`src/rtl/scan_pkg.sv`:
```
// Shared definitions for the scan_seq channel sequencer and its helpers.
// Channel count, index width, FSM encoding and default blanking length.
package scan_pkg;

  localparam int NUM_CH           = 8;
  localparam int IDX_W            = 3;
  localparam int DEF_BLANK_CYCLES = 2;

  typedef enum logic [1:0] {
    IDLE   = 2'd0,
    ACTIVE = 2'd1,
    BLANK  = 2'd2
  } scan_state_e;

endpackage

```
`src/rtl/scan_pick.sv`:
```
// Combinational circular next-set-bit finder: nearest set mask bit strictly
// above cur_i, wrapping 7->0; cur_i itself is the last candidate.
module scan_pick
  import scan_pkg::*;
(
  input  logic [NUM_CH-1:0] mask_i,
  input  logic [IDX_W-1:0]  cur_i,
  output logic [IDX_W-1:0]  next_o,
  output logic              wrap_o,
  output logic              none_o
);

  logic [IDX_W-1:0] idx;

  // Walk from the farthest offset down so the nearest hit is written last.
  always_comb begin
    idx    = '0;
    next_o = cur_i;
    none_o = 1'b1;
    for (int i = NUM_CH; i >= 1; i--) begin
      idx = cur_i + IDX_W'(i);
      if (mask_i[idx]) begin
        next_o = idx;
        none_o = 1'b0;
      end
    end
    wrap_o = !none_o && (next_o <= cur_i);
  end

endmodule

```
`src/rtl/scan_seq.sv`:
```
// Time-multiplexed channel sequencer feeding a 3-to-8 decoder.
// Define SCAN_BLANK_EN to insert a BLANK_CYCLES enable-low gap between channels.
module scan_seq
  import scan_pkg::*;
#(
  parameter int DWELL_W      = 16,
  parameter int BLANK_CYCLES = DEF_BLANK_CYCLES
) (
  input  logic               clk,
  input  logic               rst_n,
  input  logic               start,
  input  logic               stop,
  input  logic [NUM_CH-1:0]  chan_mask,
  input  logic [DWELL_W-1:0] dwell,
  output logic [IDX_W-1:0]   sel,
  output logic               sel_en,
  output logic               busy,
  output logic               frame_done
);

  // Counter must hold both the dwell value and the blanking length.
  localparam int BLK_W = $clog2(BLANK_CYCLES + 1);
  localparam int CNT_W = (DWELL_W > BLK_W) ? DWELL_W : BLK_W;
  localparam logic [CNT_W-1:0] ONE = CNT_W'(1);

  scan_state_e      state_q;
  logic [IDX_W-1:0] sel_q;
  logic             sel_en_q;
  logic             busy_q;
  logic             frame_done_q;
  logic [CNT_W-1:0] cnt_q;

  logic [CNT_W-1:0] dwell_ld;
  logic [IDX_W-1:0] pick_cur;
  logic [IDX_W-1:0] pick_next;
  logic             pick_wrap;
  logic             pick_none;
  logic             at_boundary;

  assign dwell_ld = (dwell == '0) ? ONE : CNT_W'(dwell);

  // From IDLE, searching above index 7 yields the lowest set bit.
  assign pick_cur = (state_q == IDLE) ? IDX_W'(NUM_CH - 1) : sel_q;

  scan_pick u_pick (
    .mask_i (chan_mask),
    .cur_i  (pick_cur),
    .next_o (pick_next),
    .wrap_o (pick_wrap),
    .none_o (pick_none)
  );

`ifdef SCAN_BLANK_EN
  localparam logic [CNT_W-1:0] BLANK_LD = CNT_W'(BLANK_CYCLES);
  assign at_boundary = (state_q == BLANK) && (cnt_q <= ONE);
`else
  assign at_boundary = (state_q == ACTIVE) && (cnt_q <= ONE);
`endif

  always_ff @(posedge clk or negedge rst_n) begin
    if (!rst_n) begin
      state_q      <= IDLE;
      sel_q        <= '0;
      sel_en_q     <= 1'b0;
      busy_q       <= 1'b0;
      frame_done_q <= 1'b0;
      cnt_q        <= '0;
    end else begin
      frame_done_q <= 1'b0;
      if (stop) begin
        state_q  <= IDLE;
        sel_en_q <= 1'b0;
        busy_q   <= 1'b0;
        cnt_q    <= '0;
      end else begin
        case (state_q)
          IDLE: begin
            if (start && !pick_none) begin
              state_q      <= ACTIVE;
              sel_q        <= pick_next;
              sel_en_q     <= 1'b1;
              busy_q       <= 1'b1;
              frame_done_q <= pick_wrap;
              cnt_q        <= dwell_ld;
            end
          end
          ACTIVE: begin
            if (cnt_q > ONE) begin
              cnt_q <= cnt_q - ONE;
            end
`ifdef SCAN_BLANK_EN
            else begin
              state_q  <= BLANK;
              sel_en_q <= 1'b0;
              cnt_q    <= BLANK_LD;
            end
          end
          BLANK: begin
            if (cnt_q > ONE) begin
              cnt_q <= cnt_q - ONE;
            end
`endif
          end
          default: begin
            state_q  <= IDLE;
            sel_en_q <= 1'b0;
            busy_q   <= 1'b0;
            cnt_q    <= '0;
          end
        endcase

        // Channel boundary: mask is sampled here and only here.
        if (at_boundary) begin
          if (pick_none) begin
            state_q  <= IDLE;
            sel_en_q <= 1'b0;
            busy_q   <= 1'b0;
            cnt_q    <= '0;
          end else begin
            state_q      <= ACTIVE;
            sel_q        <= pick_next;
            sel_en_q     <= 1'b1;
            frame_done_q <= pick_wrap;
            cnt_q        <= dwell_ld;
          end
        end
      end
    end
  end

  assign sel        = sel_q;
  assign sel_en     = sel_en_q;
  assign busy       = busy_q;
  assign frame_done = frame_done_q;

endmodule
```
`config.mk`:
```
export PLATFORM = sky130hd
export DESIGN_NAME = scan_seq
export DESIGN_NICKNAME = d
export VERILOG_FILES = /design/src/rtl/scan_pkg.sv /design/src/rtl/scan_pick.sv /design/src/rtl/scan_seq.sv
export SDC_FILE = /design/constraint.sdc
export NUM_CORES = 1
export LEC_CHECK = 0
export ABC_AREA = 1
export CORE_MARGIN = 2
export CORE_UTILIZATION = 51
export CTS_BUF_LIST = sky130_fd_sc_hd__clkbuf_8
export DETAILED_ROUTE_END_ITERATION = 16
export HOLD_SLACK_MARGIN = 0.08
export PLACE_DENSITY = 0.83
export SKIP_LAST_GASP = 1
export SLEW_MARGIN = 20
export SYNTH_ARGS = -nofsm -noshare
export SYNTH_HDL_FRONTEND = slang
export SYNTH_SLANG_ARGS = --single-unit
```
`constraint.sdc`:
```
create_clock -name clk -period 2.6 [get_ports clk]
set_input_delay 0.52 -clock clk [delete_from_list [all_inputs] [get_ports clk]]
set_output_delay 0.52 -clock clk [all_outputs]
set_load 0.02 [all_outputs]
```
==> results_dict.tcl, run 1 <==
set metrics [dict create \
    min_from "busy$_DFF_PN0_" \
    seqPwrFrac 0.130 \
    place.gp.congestion 0.959 \
    rows 24 \
    dieArea_sq_um 5040 \
    yosys.area.top_type "dfrtp_1" \
    fill_cells 283 \
    yosysUniqueCellTypes 43 \
    cp_max_fo 6 \
    pin_count 34 \
    switching_share 0.458 \
    finalCriticalPeriod_ps 2890 \
    synth.avg_cell_area_sq_um 6.16 \
    worstReg2RegEnd "frame_done$_DFF_PN0_" \
    wl_per_cell_um 15.4 \
    regArea_sq_um 554 \
    r2r_slack_ps -290 \
    clock-sinks 22 \
    violations "setup timing" \
    synth_nets 405 \
    finalWorstSetupSlack_ps -291 \
    cts_made_buffers 3 \
    mostFrequentLayoutCells "97 x nand2_1, 60 x buf_4, 36 x inv_1, 34 x nand3_1, 33 x nor2_1" \
    path_depth 18 \
    finalHoldViolCount 0 \
    fin_crit_sh 1.11 \
    grt_pass1_vias 2824 \
    fp.dieH_um 71.0 \
    crit_chain "buf_6, nand2_4, ha_4, xor2_2, inv_2, or2_1, nand2_2, a31oi_1, o21ai_1, nand2_1, nand2_2, xor2_2, ha_1, or2_4, nand2_1, inv_1, nor2_1, nor2_1" \
    r2r.worst_path.cells 18 \
    synthXorXnorAreaFrac 0.0229 \
    synth_compound_area_frac 0.160 \
    multi_input_area_sq_um 1690 \
    cts_tree "done" \
    r2r-start "sel_en$_DFFE_PN0P_" \
    synth_top_family_by_area "simple AND/OR/NAND/NOR gates" \
    drt_iter0_markers 369 \
    slowest_delay_ps 480 \
    drive_gt1_frac 0.321 \
    peakVddDrop_uv 756 \
    area_growth_pct 53.4 \
    layout.nets 508 \
    finalSetupViolations 14 \
    status "finished with violations" \
    synth.mux.area_fraction 0 \
    p_per_area_nw_per_um2 1020 \
    initial_core_util 0.526 \
    port_buffers 33 \
    leakage_nw 1.77 \
    max-clock-path-buffers 2 \
    slew_violations 0 \
    dp_slack_ps -476 \
    crit_start "sel_en$_DFFE_PN0P_" \
    drt_first_pass_iters 5 \
    synthTopCellsByArea "dfrtp_1 24%, nand2_1 19%, nand3_1 8.7%" \
    cp_data_arrival_time_ps 3060 \
    cp.required_ps 2770 \
    maxSlewHeadroom 0.481 \
    cts_root_buffer "clkbuf_8" \
    hold_class "flip-flop to flip-flop" \
    crit_end "frame_done$_DFF_PN0_" \
    synth_top_area_share 0.240 \
    grt_start_max_net_pins 23 \
    p_int_mw 1.93 \
    path_clk_slew_ps 90 \
    ys_seq_area_frac 0.240 \
    wirelength_um 8080 \
    yosys.area_share.simple 0.449 \
    ys_warn_count 0 \
    vias_per_cell 5.66 \
    vias 2978 \
    skew_ps 6.12 \
    antenna_left 0 \
    start_kind "flip-flop" \
    antenna_found_initial 0 \
    p_comb_frac 0.776 \
    grt_usage 0.319 \
    switchingPower_mw 1.64 \
    p_total_mw 3.57 \
    final_util 0.807 \
    fp.dieW_um 71.0 \
    ys_async_sr_fraction 1.00 \
    dpl.hpwl_um 5690 \
    core_sq_um 4350 \
    synthFlopType "dfrtp_1" \
    power_frac_clock 0.093 \
    final_common_cell "nand2_1" \
    num_antenna_cells 0 \
    insertion_delay_ps 270 \
    syn_inst 372 \
    rsz0062_at_grt "true" \
    syn_area_sq_um 2290 \
    cp_slowest_cell "dfrtp_2" \
    critPathBufInv 3 \
    synth_edf_count 0 \
    crit_family "simple AND/OR/NAND/NOR gates" \
    synth.ff_latch_count 22 \
    drv_cap 0 \
    route.detailed.drc 0 \
    worstMarginPinSlew_ps 778 \
    overflow 0 \
    setup.worst_path.end_class "flip-flop" \
    grt_pass1_wl_um 13000 \
    tns_ps -594 \
    max_freq_mhz 346 \
    h-tree-depth 1 \
    path_class "flip-flop to flip-flop" \
    synth_fa_ha_area_frac 0.0273 \
]
==> how the worst min path moves through the flow <==
stage,end,cells past startpoint,slack [ps]
6_report,busy$_DFF_PN0_,1,510
5_1_grt,busy$_DFF_PN0_,1,510
3_3_place_gp,busy$_DFF_PN0_,1,490
3_5_place_dp,busy$_DFF_PN0_,1,480
2_1_floorplan,busy$_DFF_PN0_,0,220
4_1_cts,busy$_DFF_PN0_,1,510
==> metrics by stage <==
step           hold slack, ps  instances  instance area (sq um)
2_1_floorplan             224        372                   2330
3_3_place_gp              485        506                   3110
3_5_place_dp              483        506                   3110
4_1_cts                   508        519                   3310
5_1_grt                   515        526                   3510
6_report                  508        526                   3510
==> per-layer routing <==
metal  vias up  part of all wire  GRT usage
li1       1421                 -          -
met1      1377              0.43      0.453
met2       152              0.48      0.529
met3        28             0.073     0.0356
met4         0             0.020     0.0650
met5         -                 0          0
==> worst register-to-register path: cells and delay by family, from the launching register on <==
kind / cells / cell delay [ps]
and+or+nand+nor: 9 / 1090
buffers and inverters: 3 / 270
adders and majority gates: 2 / 420
xor gates and xnor gates: 2 / 350
DFF: 1 / 480
AOI/OAI and AO/OA: 2 / 190
==> state kept, by name (all words and copies together), names as in the netlist <==
name	cells
cnt_q	16
sel	3
busy	1
frame_done	1
sel_en	1
==> power groups by stage <==
stage	registers, mW	clock network (mW)	logic [mW]
5_1_grt	0.472	0.342	2.99
2_1_floorplan	0.506	0	1.18
4_1_cts	0.462	0.335	2.46
3_5_place_dp	0.467	0	2.17
3_3_place_gp	0.463	0	2.13
6_report	0.465	0.333	2.77
==> timing repair <==
item / CTS / global route
endpoints found under the setup margin: 4 / 22
setup buffers: 9 / 8
hold buffers: 0 / 0
gates resized for setup: 21 / 46
pin swaps: 18 / 16
==> synth_stat cells (4+ instances only) <==
cell type / count
nor4_1: 6
ha_1: 5
nor2_1: 35
inv_2: 8
nor2_2: 4
a21oi_1: 11
nand3_1: 40
inv_1: 42
o21ai_0: 18
o21ai_1: 5
xor2_1: 5
dfrtp_1: 22
nand2_1: 115
nand2_2: 7
o211ai_1: 4
==> layout make-up <==
class                      instances  area share
inverter                          50      0.0591
timing repair buffer             104       0.263
tap                               52      0.0185
multi-input combinational        294       0.481
clock inverter                     1     0.00855
clock buffer                       3      0.0118
sequential                        22       0.158
==> logic make-up after synthesis <==
| logic type | count (synthesis) |
|---|---|
| AO/OA/AOI/OAI | 57 |
| buffers and inverters | 56 |
| AND/OR/NAND/NOR | 226 |
| flip-flops | 22 |
| adder cells (fa/ha/maj) | 5 |
| XOR/XNOR | 6 |
Power figures use the tool's default switching activity.
==> run 2, diff against run 1 <==
--- a/config.mk
+++ b/config.mk
@@ -10,6 +10,7 @@
 export CORE_UTILIZATION = 51
 export CTS_BUF_LIST = sky130_fd_sc_hd__clkbuf_8
 export DETAILED_ROUTE_END_ITERATION = 16
+export GPL_ROUTABILITY_DRIVEN = 1
 export HOLD_SLACK_MARGIN = 0.08
 export PLACE_DENSITY = 0.83
 export SKIP_LAST_GASP = 1
==> results of run 2 <==
Same layout as run 1: the final DEF is identical, and so are final timing and power.
==> run 3, diff against run 2 <==
--- a/config.mk
+++ b/config.mk
@@ -6,7 +6,7 @@
 export NUM_CORES = 1
 export LEC_CHECK = 0
 export ABC_AREA = 1
-export CORE_MARGIN = 2
+export CORE_MARGIN = 5
 export CORE_UTILIZATION = 51
 export CTS_BUF_LIST = sky130_fd_sc_hd__clkbuf_8
 export DETAILED_ROUTE_END_ITERATION = 16
==> results_dict.tcl, run 3 (synthesized netlist as in run 1, its figures left out) <==
set metrics [dict create \
    violations "setup timing" \
    cp_slowest_cell "dfrtp_2" \
    cts_root_buffer "clkbuf_8" \
    max_freq_mhz 347 \
    route.detailed.drc 0 \
    leakage_nw 1.79 \
    hold_class "flip-flop to flip-flop" \
    dpl.hpwl_um 5860 \
    p_per_area_nw_per_um2 1040 \
    grt_usage 0.273 \
    wirelength_um 9480 \
    vias_per_cell 6.10 \
    critPathBufInv 8 \
    final_common_cell "nand2_1" \
    drv_cap 0 \
    cp_data_arrival_time_ps 3080 \
    stdcell_count 533 \
    dieArea_sq_um 5930 \
    num_antenna_cells 0 \
    antenna_left 0 \
    grt_pass1_wl_um 13500 \
    mostFrequentLayoutCells "105 x nand2_1, 69 x buf_4, 35 x nand3_1, 34 x inv_1, 34 x nor2_1" \
    slew_violations 0 \
    holdPathStages 1 \
    top_register "cnt_q" \
    initial_core_util 0.526 \
    worstMarginPinSlew_ps 530 \
    drt_iter0_markers 522 \
    regArea_sq_um 554 \
    crit_end "sel[0]$_DFFE_PN0N_" \
    pin_count 34 \
    antenna_found_initial 0 \
    rows 24 \
    grt_start_max_net_pins 23 \
    r2r.worst_path.cells 20 \
    grt_pass1_vias 2903 \
    layout.nets 515 \
    area_growth_pct 53.1 \
    postCtsHoldBufs 0 \
    fill_cells 258 \
    worst_path_most_repeated_cell "buf_4" \
    crit_family "buffers and inverters" \
    r2r-start "sel_en$_DFFE_PN0P_" \
    worstReg2RegEnd "sel[0]$_DFFE_PN0N_" \
    cts_tree "done" \
    peakVddDrop_uv 527 \
    cts_made_buffers 3 \
    skew_ps 16.7 \
    cp.required_ps 2800 \
    port_buffers 33 \
    drt_first_pass_iters 5 \
    slowest_delay_ps 490 \
    multi_input_area_sq_um 1680 \
    maxSlewHeadroom 0.643 \
    fp.dieH_um 77.0 \
    finalHoldViolCount 0 \
    overflow 0 \
    drive_gt1_frac 0.314 \
    fin_crit_sh 1.11 \
    max-clock-path-buffers 2 \
    crit_chain "inv_2, nor2_2, buf_4, nand3_1, nand2_1, nand3_1, a31oi_1, o21ai_1, nand2_1, nand2_2, xor2_2, buf_4, buf_4, buf_4, buf_4, buf_4, buf_4, nand2_1, nand2_1, nand2_1" \
    largest_register_ffs 16 \
    start_kind "flip-flop" \
    h-tree-depth 1 \
    wl_per_cell_um 17.8 \
    core_sq_um 4350 \
    finalCriticalPeriod_ps 2880 \
    cp_max_fo 5 \
    status "finished with violations" \
    fp.dieW_um 77.0 \
    clock-sinks 22 \
    path_class "flip-flop to flip-flop" \
    path_depth 20 \
    crit_start "sel_en$_DFFE_PN0P_" \
    path_clk_slew_ps 80 \
    r2r_slack_ps -280 \
    place.gp.congestion 0.922 \
    p_total_mw 3.64 \
    vias 3253 \
    min_from "busy$_DFF_PN0_" \
    rsz0062_at_grt "true" \
    finalSetupViolations 7 \
    insertion_delay_ps 280 \
    placedCellCount 511 \
    finalWorstSetupSlack_ps -279 \
    setup.worst_path.end_class "flip-flop" \
]
[run 3: where the power goes]
group / total, mW / switching, mW / internal, mW
Clock: 0.266 / 0.131 / 0.135
Combinational: 2.90 / 1.54 / 1.36
Sequential: 0.473 / 0.0672 / 0.406
Total: 3.64 / 1.74 / 1.90
[run 3: how the worst min path moves through the flow]
stage,to,slack (ps)
2_1_floorplan,busy$_DFF_PN0_,220
3_3_place_gp,busy$_DFF_PN0_,480
3_5_place_dp,busy$_DFF_PN0_,520
4_1_cts,busy$_DFF_PN0_,540
5_1_grt,cnt_q[11]$_DFFE_PN0P_,580
6_report,busy$_DFF_PN0_,550
[run 3: per-layer routing]
metal / vias up / share of wire / GRT usage
met3: 68 / 0.11 / 0.0515
met1: 1468 / 0.37 / 0.346
met4: 0 / 0.047 / 0.0842
met2: 271 / 0.47 / 0.468
met5: - / 0 / 0
li1: 1446 / - / -
[run 3: layout make-up]
| type | count | area share |
|---|---|---|
| Clock buffer | 4 | 0.0157 |
| Timing Repair Buffer | 111 | 0.271 |
| Multi-Input combinational cell | 294 | 0.478 |
| Tap cell | 52 | 0.0185 |
| Sequential cell | 22 | 0.158 |
| Inverter | 50 | 0.0592 |
[run 3: repair_timing]
| item | in CTS | in global routing |
|---|---|---|
| endpoints found under the setup margin | 6 | 18 |
| gates cloned | 1 | 0 |
| buffers inserted | 9 | 8 |
| pin swaps | 19 | 7 |
| gates resized for setup | 28 | 30 |
[run 3: metrics by stage]
step / TNS (ps) / hold slack, ps / instance area [sq um] / util / setup slack [ps]
finish: -719 / 546 / 3510 / 0.806 / -279
CTS: -152 / 540 / 3340 / 0.767 / -77.2
global route: -2310 / 578 / 3510 / 0.806 / -405
global placement: -3320 / 482 / 3130 / 0.719 / -373
detailed placement: -3760 / 517 / 3130 / 0.719 / -475
floorplan: -77.4 / 224 / 2330 / - / -77.4
